--- src/rtl/serial_alu_pkg.sv ---
// Shared opcodes and controller state encoding for the bit-serial ALU.
package serial_alu_pkg;

    localparam logic [2:0] OP_AND  = 3'b000;
    localparam logic [2:0] OP_OR   = 3'b001;
    localparam logic [2:0] OP_XOR  = 3'b010;
    localparam logic [2:0] OP_NAND = 3'b011;
    localparam logic [2:0] OP_NOT  = 3'b100;
    localparam logic [2:0] OP_ADD  = 3'b101;

    typedef enum logic [1:0] {
        ST_IDLE = 2'b00,
        ST_RUN  = 2'b01,
        ST_DONE = 2'b10
    } state_t;

endpackage

--- src/rtl/AND2.sv ---
// Two-input AND gate primitive.
module AND2 (
    input  logic a,
    input  logic b,
    output logic y
);
    assign y = a & b;
endmodule

--- src/rtl/EXOR2.sv ---
// Two-input XOR gate primitive.
module EXOR2 (
    input  logic a,
    input  logic b,
    output logic y
);
    assign y = a ^ b;
endmodule

--- src/rtl/HA2.sv ---
// Half adder primitive: sum and carry of two bits.
module HA2 (
    input  logic a,
    input  logic b,
    output logic s,
    output logic c
);
    assign s = a ^ b;
    assign c = a & b;
endmodule

--- src/rtl/NAND2.sv ---
// Two-input NAND gate primitive.
module NAND2 (
    input  logic a,
    input  logic b,
    output logic y
);
    assign y = ~(a & b);
endmodule

--- src/rtl/NOT1.sv ---
// Inverter primitive.
module NOT1 (
    input  logic a,
    output logic y
);
    assign y = ~a;
endmodule

--- src/rtl/OR2.sv ---
// Two-input OR gate primitive.
module OR2 (
    input  logic a,
    input  logic b,
    output logic y
);
    assign y = a | b;
endmodule

--- src/rtl/alu_bit_slice.sv ---
// One-bit ALU slice built from gate primitives; shared by every bit position
// of the serial datapath.
module alu_bit_slice
    import serial_alu_pkg::*;
(
    input  logic       a,
    input  logic       b,
    input  logic       cin,
    input  logic [2:0] op,
    output logic       y,
    output logic       cout
);
    logic w_and, w_or, w_xor, w_nand, w_not;
    logic w_s1, w_c1, w_sum, w_c2;

    AND2  u_and  (.a(a), .b(b), .y(w_and));
    OR2   u_or   (.a(a), .b(b), .y(w_or));
    EXOR2 u_xor  (.a(a), .b(b), .y(w_xor));
    NAND2 u_nand (.a(a), .b(b), .y(w_nand));
    NOT1  u_not  (.a(a), .y(w_not));

    // Full adder as two half adders with the carries merged.
    HA2   u_ha0  (.a(a),    .b(b),   .s(w_s1),  .c(w_c1));
    HA2   u_ha1  (.a(w_s1), .b(cin), .s(w_sum), .c(w_c2));
    OR2   u_cor  (.a(w_c1), .b(w_c2), .y(cout));

    always_comb begin
        y = 1'b0;
        case (op)
            OP_AND:  y = w_and;
            OP_OR:   y = w_or;
            OP_XOR:  y = w_xor;
            OP_NAND: y = w_nand;
            OP_NOT:  y = w_not;
            OP_ADD:  y = w_sum;
            default: y = 1'b0;
        endcase
    end
endmodule

--- src/rtl/serial_alu_ctrl.sv ---
// Bit-serial ALU sequencer: captures operands on start, walks one slice per
// clock LSB first, and publishes result/carry with a one-cycle done pulse.
module serial_alu_ctrl
    import serial_alu_pkg::*;
#(
    parameter int WIDTH = 8,
    localparam int CNT_W = $clog2(WIDTH)
) (
    input  logic             clk,
    input  logic             rst_n,
    input  logic             start,
    input  logic [2:0]       op,
    input  logic [WIDTH-1:0] a,
    input  logic [WIDTH-1:0] b,
    output logic             busy,
    output logic             done,
    output logic [WIDTH-1:0] result,
    output logic             carry
);
    state_t           r_state;
    state_t           w_state_next;
    logic [CNT_W-1:0] r_cnt;
    logic [WIDTH-1:0] r_a_sh;
    logic [WIDTH-1:0] r_b_sh;
    logic [WIDTH-2:0] r_r_sh;
    logic [2:0]       r_op;
    logic             r_cy;
    logic [WIDTH-1:0] r_result;
    logic             r_carry;

    logic             w_y;
    logic             w_cout;
    logic             w_last;
    logic [WIDTH-1:0] w_r_next;

    alu_bit_slice u_slice (
        .a    (r_a_sh[0]),
        .b    (r_b_sh[0]),
        .cin  (r_cy),
        .op   (r_op),
        .y    (w_y),
        .cout (w_cout)
    );

    assign w_last   = (r_cnt == CNT_W'(WIDTH - 1));
    // The final slice bit lands in the MSB, completing the WIDTH-bit result.
    assign w_r_next = {w_y, r_r_sh};

    always_comb begin
        w_state_next = r_state;
        busy         = 1'b0;
        done         = 1'b0;
        case (r_state)
            ST_IDLE: begin
                if (start) w_state_next = ST_RUN;
            end
            ST_RUN: begin
                busy = 1'b1;
                if (w_last) w_state_next = ST_DONE;
            end
            ST_DONE: begin
                done         = 1'b1;
                w_state_next = start ? ST_RUN : ST_IDLE;
            end
            default: w_state_next = ST_IDLE;
        endcase
    end

    always_ff @(posedge clk) begin
        if (!rst_n) begin
            r_state <= ST_IDLE;
        end else begin
            r_state <= w_state_next;
        end
    end

    always_ff @(posedge clk) begin
        if (!rst_n) begin
            r_cnt    <= '0;
            r_a_sh   <= '0;
            r_b_sh   <= '0;
            r_r_sh   <= '0;
            r_op     <= '0;
            r_cy     <= 1'b0;
            r_result <= '0;
            r_carry  <= 1'b0;
        end else begin
            case (r_state)
                ST_IDLE, ST_DONE: begin
                    if (start) begin
                        r_a_sh <= a;
                        r_b_sh <= b;
                        r_op   <= op;
                        r_cy   <= 1'b0;
                        r_cnt  <= '0;
                    end
                end
                ST_RUN: begin
                    r_a_sh <= {1'b0, r_a_sh[WIDTH-1:1]};
                    r_b_sh <= {1'b0, r_b_sh[WIDTH-1:1]};
                    r_r_sh <= w_r_next[WIDTH-1:1];
                    r_cnt  <= r_cnt + CNT_W'(1);
                    if (r_op == OP_ADD) r_cy <= w_cout;
                    if (w_last) begin
                        r_result <= w_r_next;
                        r_carry  <= (r_op == OP_ADD) ? w_cout : 1'b0;
                    end
                end
                default: ;
            endcase
        end
    end

    assign result = r_result;
    assign carry  = r_carry;
endmodule

--- config.mk ---
export PLATFORM = sky130hd
export DESIGN_NAME = serial_alu_ctrl
export DESIGN_NICKNAME = d
export VERILOG_FILES = /design/src/rtl/serial_alu_pkg.sv /design/src/rtl/AND2.sv /design/src/rtl/EXOR2.sv /design/src/rtl/HA2.sv /design/src/rtl/NAND2.sv /design/src/rtl/NOT1.sv /design/src/rtl/OR2.sv /design/src/rtl/alu_bit_slice.sv /design/src/rtl/serial_alu_ctrl.sv
export SDC_FILE = /design/constraint.sdc
export NUM_CORES = 1
export LEC_CHECK = 0
export ABC_AREA = 1
export BUFFER_PORTS_ARGS = -buffer_cell sky130_fd_sc_hd__buf_4
export CAP_MARGIN = 10
export CORE_AREA = 2 2 64 66
export CTS_BUF_LIST = sky130_fd_sc_hd__clkbuf_8 sky130_fd_sc_hd__clkbuf_16
export CTS_CLUSTER_SIZE = 25
export DETAILED_ROUTE_END_ITERATION = 12
export DIE_AREA = 0 0 66 68
export GPL_ROUTABILITY_DRIVEN = 0
export GPL_TIMING_DRIVEN = 0
export PLACE_DENSITY = 0.73
export REMOVE_ABC_BUFFERS = 1
export SLEW_MARGIN = 15
export SYNTH_ARGS = -nofsm -noshare
export SYNTH_HDL_FRONTEND = slang
export SYNTH_HIERARCHICAL = 1
export SYNTH_SLANG_ARGS = --single-unit
export TNS_END_PERCENT = 5
--- constraint.sdc ---
create_clock -name clk -period 4 [get_ports clk]
set_clock_uncertainty 0.1 [all_clocks]
set_input_delay 0.8 -clock clk [delete_from_list [all_inputs] [get_ports clk]]
set_output_delay 0.8 -clock clk [all_outputs]
set_load 0.02 [all_outputs]
### Word-level counts from Yosys, hierarchy flattened

Index checks and enable logic that the tools add are counted.

| storage, ports and cells | value |
|---|---|
| register bits | 41 |
| bits in latches | 0 |
| memory bits (writable) | 0 |
| memory bits (read-only) | 0 |
| input bits | 22 |
| output and inout bits | 11 |
| memories | 0 |

| operators by class | value |
|---|---|
| add/sub/neg operators | 1 |
| $mul | 0 |
| div/mod/pow operators | 0 |
| magnitude comparators | 0 |
| equal/unequal tests | 12 |
| shift-type cells | 0 |
| mux-type cells | 17 |
| bitwise operators | 8 |
| reductions and logical operators | 9 |

Operators with widths:

| operator | count |
|---|---|
| $pmux W8 S2 | 2 |
| $mux W8 | 2 |
| $eq A3 B3 Y1 const B | 3 |
| $ne A2 B2 Y1 const B | 4 |
| $reduce_and A2 Y1 | 4 |
| $eq A3 B2 Y1 const B | 2 |
| $mux W1 | 6 |
| $pmux W1 S6 | 1 |
| $pmux W2 S3 | 1 |
| $pmux W3 S2 | 1 |
| $mux W2 | 2 |
| $add A3 B1 Y3 const B | 1 |
| $eq A3 B1 Y1 const B | 1 |
| $logic_not A3 Y1 | 1 |
| $mux W3 | 1 |
| $reduce_and A3 Y1 | 1 |
| $and A1 B1 Y1 | 2 |
| $eq A2 B1 Y1 const B | 1 |
| $eq A2 B2 Y1 const B | 1 |
| $logic_not A2 Y1 | 1 |
| $not A1 Y1 | 2 |
| $or A1 B1 Y1 | 2 |
| $pmux W1 S2 | 1 |
| $reduce_bool A2 Y1 | 1 |
| other kinds (2) | 3 |

### Logic depth before layout (Yosys ltp)

Gate-level depths: netlist (run 1).

| logic depth | value |
|---|---|
| depth in word-level cells | 5 |
| gate-level depth with buffers | 11 |

### Cells and area by module

The synthesis (run 1) kept the hierarchy.

Modules (own cells, without submodules):

| module | times used | cells each | area an instance (µm²) |
|---|---|---|---|
| serial_alu_ctrl | 1 | 203 | 1667.8 |
| alu_bit_slice | 1 | 23 | 92.6 |
| HA2 | 2 | 1 | 12.5 |
| OR2 | 2 | 3 | 11.3 |
| EXOR2 | 1 | 5 | 18.8 |
| AND2 | 1 | 2 | 7.5 |
| NAND2 | 1 | 1 | 3.8 |
| NOT1 | 1 | 1 | 3.8 |

### Least setup slack after synthesis (run 1)

Ideal clock, no wire load.

| timing | value |
|---|---|
| path type | register to output |
| start | reg r_state[0] |
| end | out busy |
| arrival time | 0.794 ns |
| required time | 3.100 ns |
| slack | 2.306 ns |
| stages on the path, launching flop included | 4 |
| cell sequence | dfxtp_1 -> inv_2 -> nor2_8 -> buf_4 |

| on the way | value |
|---|---|
| longest elaborated chain between the ends | 2 |

Ends and longest elaborated chain:

| element | RTL line | text |
|---|---|---|
| start, declared | serial_alu_ctrl.sv:20 | `state_t r_state;` |
| start signal, assigned | serial_alu_ctrl.sv:73 | `r_state <= w_state_next;` |
| $eq A2 B1 Y1 | serial_alu_ctrl.sv:53 | `case (r_state)` |
| $mux W1 | serial_alu_ctrl.sv:53 |  |
| end, declared | serial_alu_ctrl.sv:15 | `output logic busy,` |

No other way between the ends.

### Worst setup path in the final report (run 1)

Same ends and word-level chain as after synthesis.

==> impl_metrics.csv, run 1 <==
group,metric,value,unit
yosys,synthArstFlopShare,0,
global_route,grt_overflow,0,
timing,setup_viol,0,
power_and_ir_drop,p_leak,0.9611,nW
route,drt_pass1_iterations,4,
clocking,postCtsSetupBuffers,0,
die,die_w,66,um
timing,hold_viol,0,
yosys,ys_seq_area_frac,0.4457,
clocking,clk-insertion-delay-late,0.30,ns
global_route,grt_pass1_wl,6285,um
timing,period_share,0.5639,
final_layout,area_growth,18.68,%
die,die_area,4488,um^2
place,dp_hpwl,2333,um
final_layout,n_fill_cell,374,
setup_path,reg2reg_slack,2.20,ns
place,place_area,2066,um^2
die,die_y,68,um
route,ant_nets,0,
clocking,cts_tree,"yes",
yosys,yosysMostFrequentCell,"dfxtp_1",
clocking,hold_buffers,0,
clocking,clockRootBuffer,"clkbuf_8",
route,viasPerCell,5.009,
setup_path,cp.required,3.10,ns
yosys,synth_commonest_cells,"dfxtp_1 (41), nand2_1 (40), nor2_1 (33)",
place,dp_cells,313,
clocking,cts.sinks,41,
yosys,yosys.area.top_type_share,0.4457,
yosys,ys_types,24,
setup_path,slowest_stage,"dfxtp_1",
timing,worst_pin_slew,0.4551,ns
yosys,postSynthCellCount,243,
timing,drv_slew,0,
final_layout,finalNonFillerCells,321,
global_route,grt_use_total,0.1848,
place,portBuffers,32,
setup_path,worstPathArrival,1.36,ns
timing,relSlewSlack,0.6955,
yosys,postSynthAreaPerCell,7.579,um^2
timing,fmax,0.4433,GHz
final_layout,diodes,0,
yosys,syn_area,1842,um^2
yosys,ys_seq_elements,41,
clocking,cts_inserted_buffers,5,
final_layout,final_area,2186,um^2
yosys,ys_warn_count,6,
outcome,status,"finished, final reports clean",
timing,rsz0062_at_grt,"no",
die,start_util,0.4776,
timing,fin_ws,1.744,ns
yosys,yosys.area.top_type,"dfxtp_1",
route,drc,0,
yosys,synth_flop_cell,"dfxtp_1",
clocking,clk_transition_reported_paths,0.08,ns
setup_path,path_cells,"inv_2 -> nor2_8 -> buf_4",
place,post-place-ws,2.064,ns
route,drt_iter0_drc,54,
setup_path,cp-end-kind,"output pin",
final_layout,nets,296,
global_route,grt_pass1_vias,1461,
setup_path,setup.worst_path.start_class,"flip-flop",
power_and_ir_drop,powerDensity,423.9,nW/um^2
final_layout,drive_above_1_share,0.2214,
setup_path,path_class,"reg -> out",
route,post_drt_wl_per_cell,11.26,um
global_route,grt_max_degree,31,
setup_path,cp_max_fo,27,
timing,final.setup.tns,0,ns
global_route,antenna_found_initial,0,
power_and_ir_drop,peakVddDrop,0.2872,mV
die,rows,23,
yosys,synth_edf_count,0,
timing,finalCriticalPeriod,2.256,ns
route,routed_wirelength,3616,um
route,vias,1608,
setup_path,critical_path.max_stage_delay,0.38,ns
clocking,clock_path_buffers,2,
job,maxCapViolations,0,
clocking,cts.htree.levels,2,
worst_hold_path,min_path_type,"reg -> reg",
yosys,synth_area_leaders,"dfxtp_1 (45%), nand2_1 (8.2%), nor2_1 (6.7%)",
die,ios,33,
clocking,cts_resized,0,
die,core_region_area,3856,um^2
per-layer routing:
layer  GRT usage  routed length [um]  up-vias
met5           0                   0        -
met4     0.07653                  68        0
met3     0.04934                 135        5
met2      0.3144                1737       26
met1      0.2226                1675      734
li1            -                   -      843
worst max-delay path, delay by kind of cell (launching register included):
family / cells / cell delay (ns)
flip-flops: 1 / 0.38
buffers and inverters: 2 / 0.34
AND/OR/NAND/NOR: 1 / 0.34
worst paths after layout:
kind | from | end | depth (start not counted)
worst max-delay path | r_state[0] | busy | 3
worst min-delay path | r_cnt[0] | r_cnt[0] | 1
worst max register to register | r_a_sh[0] | r_r_sh[6] | 10
worst min register to register | r_cnt[0] | r_cnt[0] | 1
logic make-up after synthesis:
logic type                 synth area share
AOI/OAI and AO/OA                    0.1107
adders and majority gates           0.02717
buffers and inverters               0.08967
DFF                                  0.4457
and+or+nand+nor                      0.3268
cell type report:
cell class / count / area [um^2] / area share
Multi-Input combinational cell: 167 / 855.8 / 0.3915
Sequential cell: 41 / 820.8 / 0.3755
Timing Repair Buffer: 32 / 240.2 / 0.1099
Inverter: 23 / 86.33 / 0.03950
Clock buffer: 6 / 82.58 / 0.03778
Tap cell: 50 / 62.56 / 0.02862
Clock inverter: 2 / 37.54 / 0.01717
sequential cells by signal, summed over array words and instances, names as in the netlist:
signal / cells
r_op: 3
r_cnt: 3
r_state: 2
r_r_sh: 7
r_b_sh: 8
r_cy: 1
result: 8
r_a_sh: 8
carry: 1
power by group:
| group | switching [mW] | leakage [nW] | internal, mW | total [mW] |
|---|---|---|---|---|
| Clock | 0.142 | 0.0574 | 0.203 | 0.345 |
| Combinational | 0.0762 | 0.567 | 0.0505 | 0.127 |
| Sequential | 0.0189 | 0.336 | 0.436 | 0.455 |
through the flow:
stage          utilization  power [mW]  hold WS (ns)
2_1_floorplan            -      0.5469        0.3283
3_3_place_gp        0.5357      0.5869        0.3475
3_5_place_dp        0.5357      0.5900        0.3519
4_1_cts             0.5668      0.9364        0.3620
5_1_grt             0.5668      0.9737        0.3894
6_report            0.5668      0.9265        0.3599
cells in the final DEF, fill, tap and decap left out, drive strengths merged:
master,synthesis,layout
buf,9,32
nand3,15,15
clkinvlp,0,1
ha,4,4
a21oi,16,16
nand2,44,44
bufinv,0,1
nor3,28,28
clkbuf,3,6
nor2,35,35
dfxtp,41,41
o21ai,24,24
inv,23,23
nand4,1,1
(Power assumes the default switching activity.)
==> inputs of run 2 (changes only) <==
Settings changed: CORE_AREA 2 2 64 66 to 2 2 65 67, DIE_AREA 0 0 66 68 to 0 0 67 69, PLACE_DENSITY 0.73 to 0.74.
Clock period 4 ns to 1.9 ns, I/O delays scaled along.
==> run 2 against run 1 <==
Against the previous run:
- die area is 3.0% higher
- sequential share of layout area is 0.73 points higher
- power is 90% higher
- highest routed layer unchanged
==> impl_metrics.csv, run 2 (same netlist as run 1, synthesis figures left out) <==
group,metric,value,unit
timing,rsz0062_at_grt,"yes",
route,drt_iter0_drc,64,
place,dp_hpwl,2388,um
setup_path,reg2reg_slack,0.19,ns
final_layout,diodes,0,
job,maxCapViolations,0,
setup_path,cp_max_fo,27,
clocking,cts.sinks,41,
setup_path,path_cells,"inv_2 -> nor2_8 -> buf_4",
setup_path,rr_worst_depth,10,
clocking,clk-insertion-delay-late,0.29,ns
place,portBuffers,32,
setup_path,path_class,"reg -> out",
global_route,grt_pass1_vias,1458,
timing,hold_viol,0,
route,vias,1605,
final_layout,area_growth,16.78,%
clocking,cts.htree.levels,2,
route,drc,0,
power_and_ir_drop,swShare,0.2754,
setup_path,worstPathArrival,1.33,ns
setup_path,critical_path.max_stage_delay,0.37,ns
clocking,hold_buffers,0,
global_route,antenna_found_initial,0,
global_route,grt_use_total,0.1764,
timing,hold_ws,0.2340,ns
die,die_area,4623,um^2
place,dp_cells,313,
power_and_ir_drop,internal_power,1.274,mW
power_and_ir_drop,p_leak,0.9534,nW
final_layout,most-common-layout-cells,"nand2_1 (40), dfxtp_1 (39), nor2_1 (33), buf_4 (32), o21ai_0 (23)",
final_layout,drive_above_1_share,0.2251,
power_and_ir_drop,peakVddDrop,0.5736,mV
route,routed_wirelength,3599,um
setup_path,timing.rr.end,"r_r_sh[6]",
power_and_ir_drop,clkPwrFrac,0.304,
worst_hold_path,min_path_cells,3,
final_layout,finalNonFillerCells,321,
setup_path,cp-end-kind,"output pin",
timing,drv_slew,0,
final_layout,nets,296,
timing,finalCriticalPeriod,1.815,ns
clocking,cts_inserted_buffers,5,
clocking,clockRootBuffer,"clkbuf_8",
clocking,clk_transition_reported_paths,0.07,ns
outcome,status,"finished, final reports clean",
die,die_w,67,um
clocking,cts_tree,"yes",
final_layout,mostFrequentLayoutCell,"nand2_1",
timing,setup_viol,0,
route,post_drt_wl_per_cell,11.21,um
global_route,grt_max_degree,31,
timing,worst_pin_slew,0.4444,ns
setup_path,slowest_stage,"dfxtp_1",
die,ios,33,
route,drt_pass1_iterations,4,
global_route,grt_overflow,0,
clocking,clock_path_buffers,2,
place,post-place-ws,0.1063,ns
clocking,postCtsSetupBuffers,0,
worst_hold_path,worstHoldEndpoint,"r_a_sh[2]",
die,core_region_area,3914,um^2
timing,fin_ws,0.08547,ns
worst_hold_path,min_from,"a[2]",
timing,fmax,0.5511,GHz
power_and_ir_drop,switching_power,0.4842,mW
worst_hold_path,min_path_type,"in -> reg",
die,start_util,0.4706,
final_layout,final_util,0.5496,
setup_path,setup.worst_path.start_class,"flip-flop",
setup_path,r2r-start,"r_a_sh[0]",
die,rows,23,
power_and_ir_drop,pwr-share-comb,0.150,
route,ant_nets,0,
die,die_y,69,um
route,viasPerCell,5.000,
timing,relSlewSlack,0.7027,
setup_path,cp.required,1.42,ns
global_route,grt_pass1_wl,6334,um
power_and_ir_drop,powerDensity,817.5,nW/um^2
timing,period_share,0.9550,
power_and_ir_drop,pwr-share-seq,0.546,
-- run 2: power by group through the flow --
stage          registers (mW)  logic, mW  clock network, mW
6_report                0.959      0.264              0.535
3_3_place_gp            0.976      0.259                  0
2_1_floorplan           0.968      0.183                  0
3_5_place_dp            0.977      0.265                  0
5_1_grt                 0.969      0.302              0.597
4_1_cts                 0.958      0.267              0.557
-- run 2: worst max-delay path by stage --
stage / startpoint / end / slack (ns)
floorplan: r_a_sh[0] / r_r_sh[6] / 0.27
global placement: r_a_sh[0] / r_r_sh[6] / 0.11
detailed placement: r_a_sh[0] / r_r_sh[6] / 0.11
CTS: r_state[0] / busy / 0.07
global route: r_state[0] / busy / -0.01
finish: r_state[0] / busy / 0.09
-- run 2: cell type report --
| type | count | area (um^2) |
|---|---|---|
| Fill cell | 415 | 1763 |
| Multi-Input combinational cell | 167 | 855.8 |
| Sequential cell | 41 | 823.3 |
| Timing Repair Buffer | 32 | 240.2 |
| Inverter | 23 | 86.33 |
| Clock buffer | 5 | 68.82 |
| Tap cell | 50 | 62.56 |
| Clock inverter | 3 | 13.76 |
-- run 2: worst max-delay path: cells and delay by family (launching register included) --
kind,cells,cell delay (ns)
DFF,1,0.37
buffers and inverters,2,0.34
and+or+nand+nor,1,0.33
-- run 2: per-stage QoR --
stage	setup TNS (ns)	area, um^2	total power [mW]
detailed placement	0	2066	1.242
global placement	0	2066	1.236
finish	0	2151	1.758
CTS	0	2148	1.782
floorplan	0	1763	1.151
global route	-0.01338	2151	1.868
-- run 2: timing repair --
item | in CTS | in global routing
endpoints found under the hold margin | 0 | 0
setup endpoints to repair | 0 | 2
gates resized for setup | 0 | 2
-- run 2: per-layer routing --
| metal | track usage | wire, um | vias up |
|---|---|---|---|
| met4 | 0.06122 | 62 | 0 |
| met1 | 0.2151 | 1682 | 724 |
| met2 | 0.2860 | 1720 | 28 |
| met3 | 0.05873 | 134 | 7 |
| met5 | 0 | 0 | - |
| li1 | - | - | 846 |
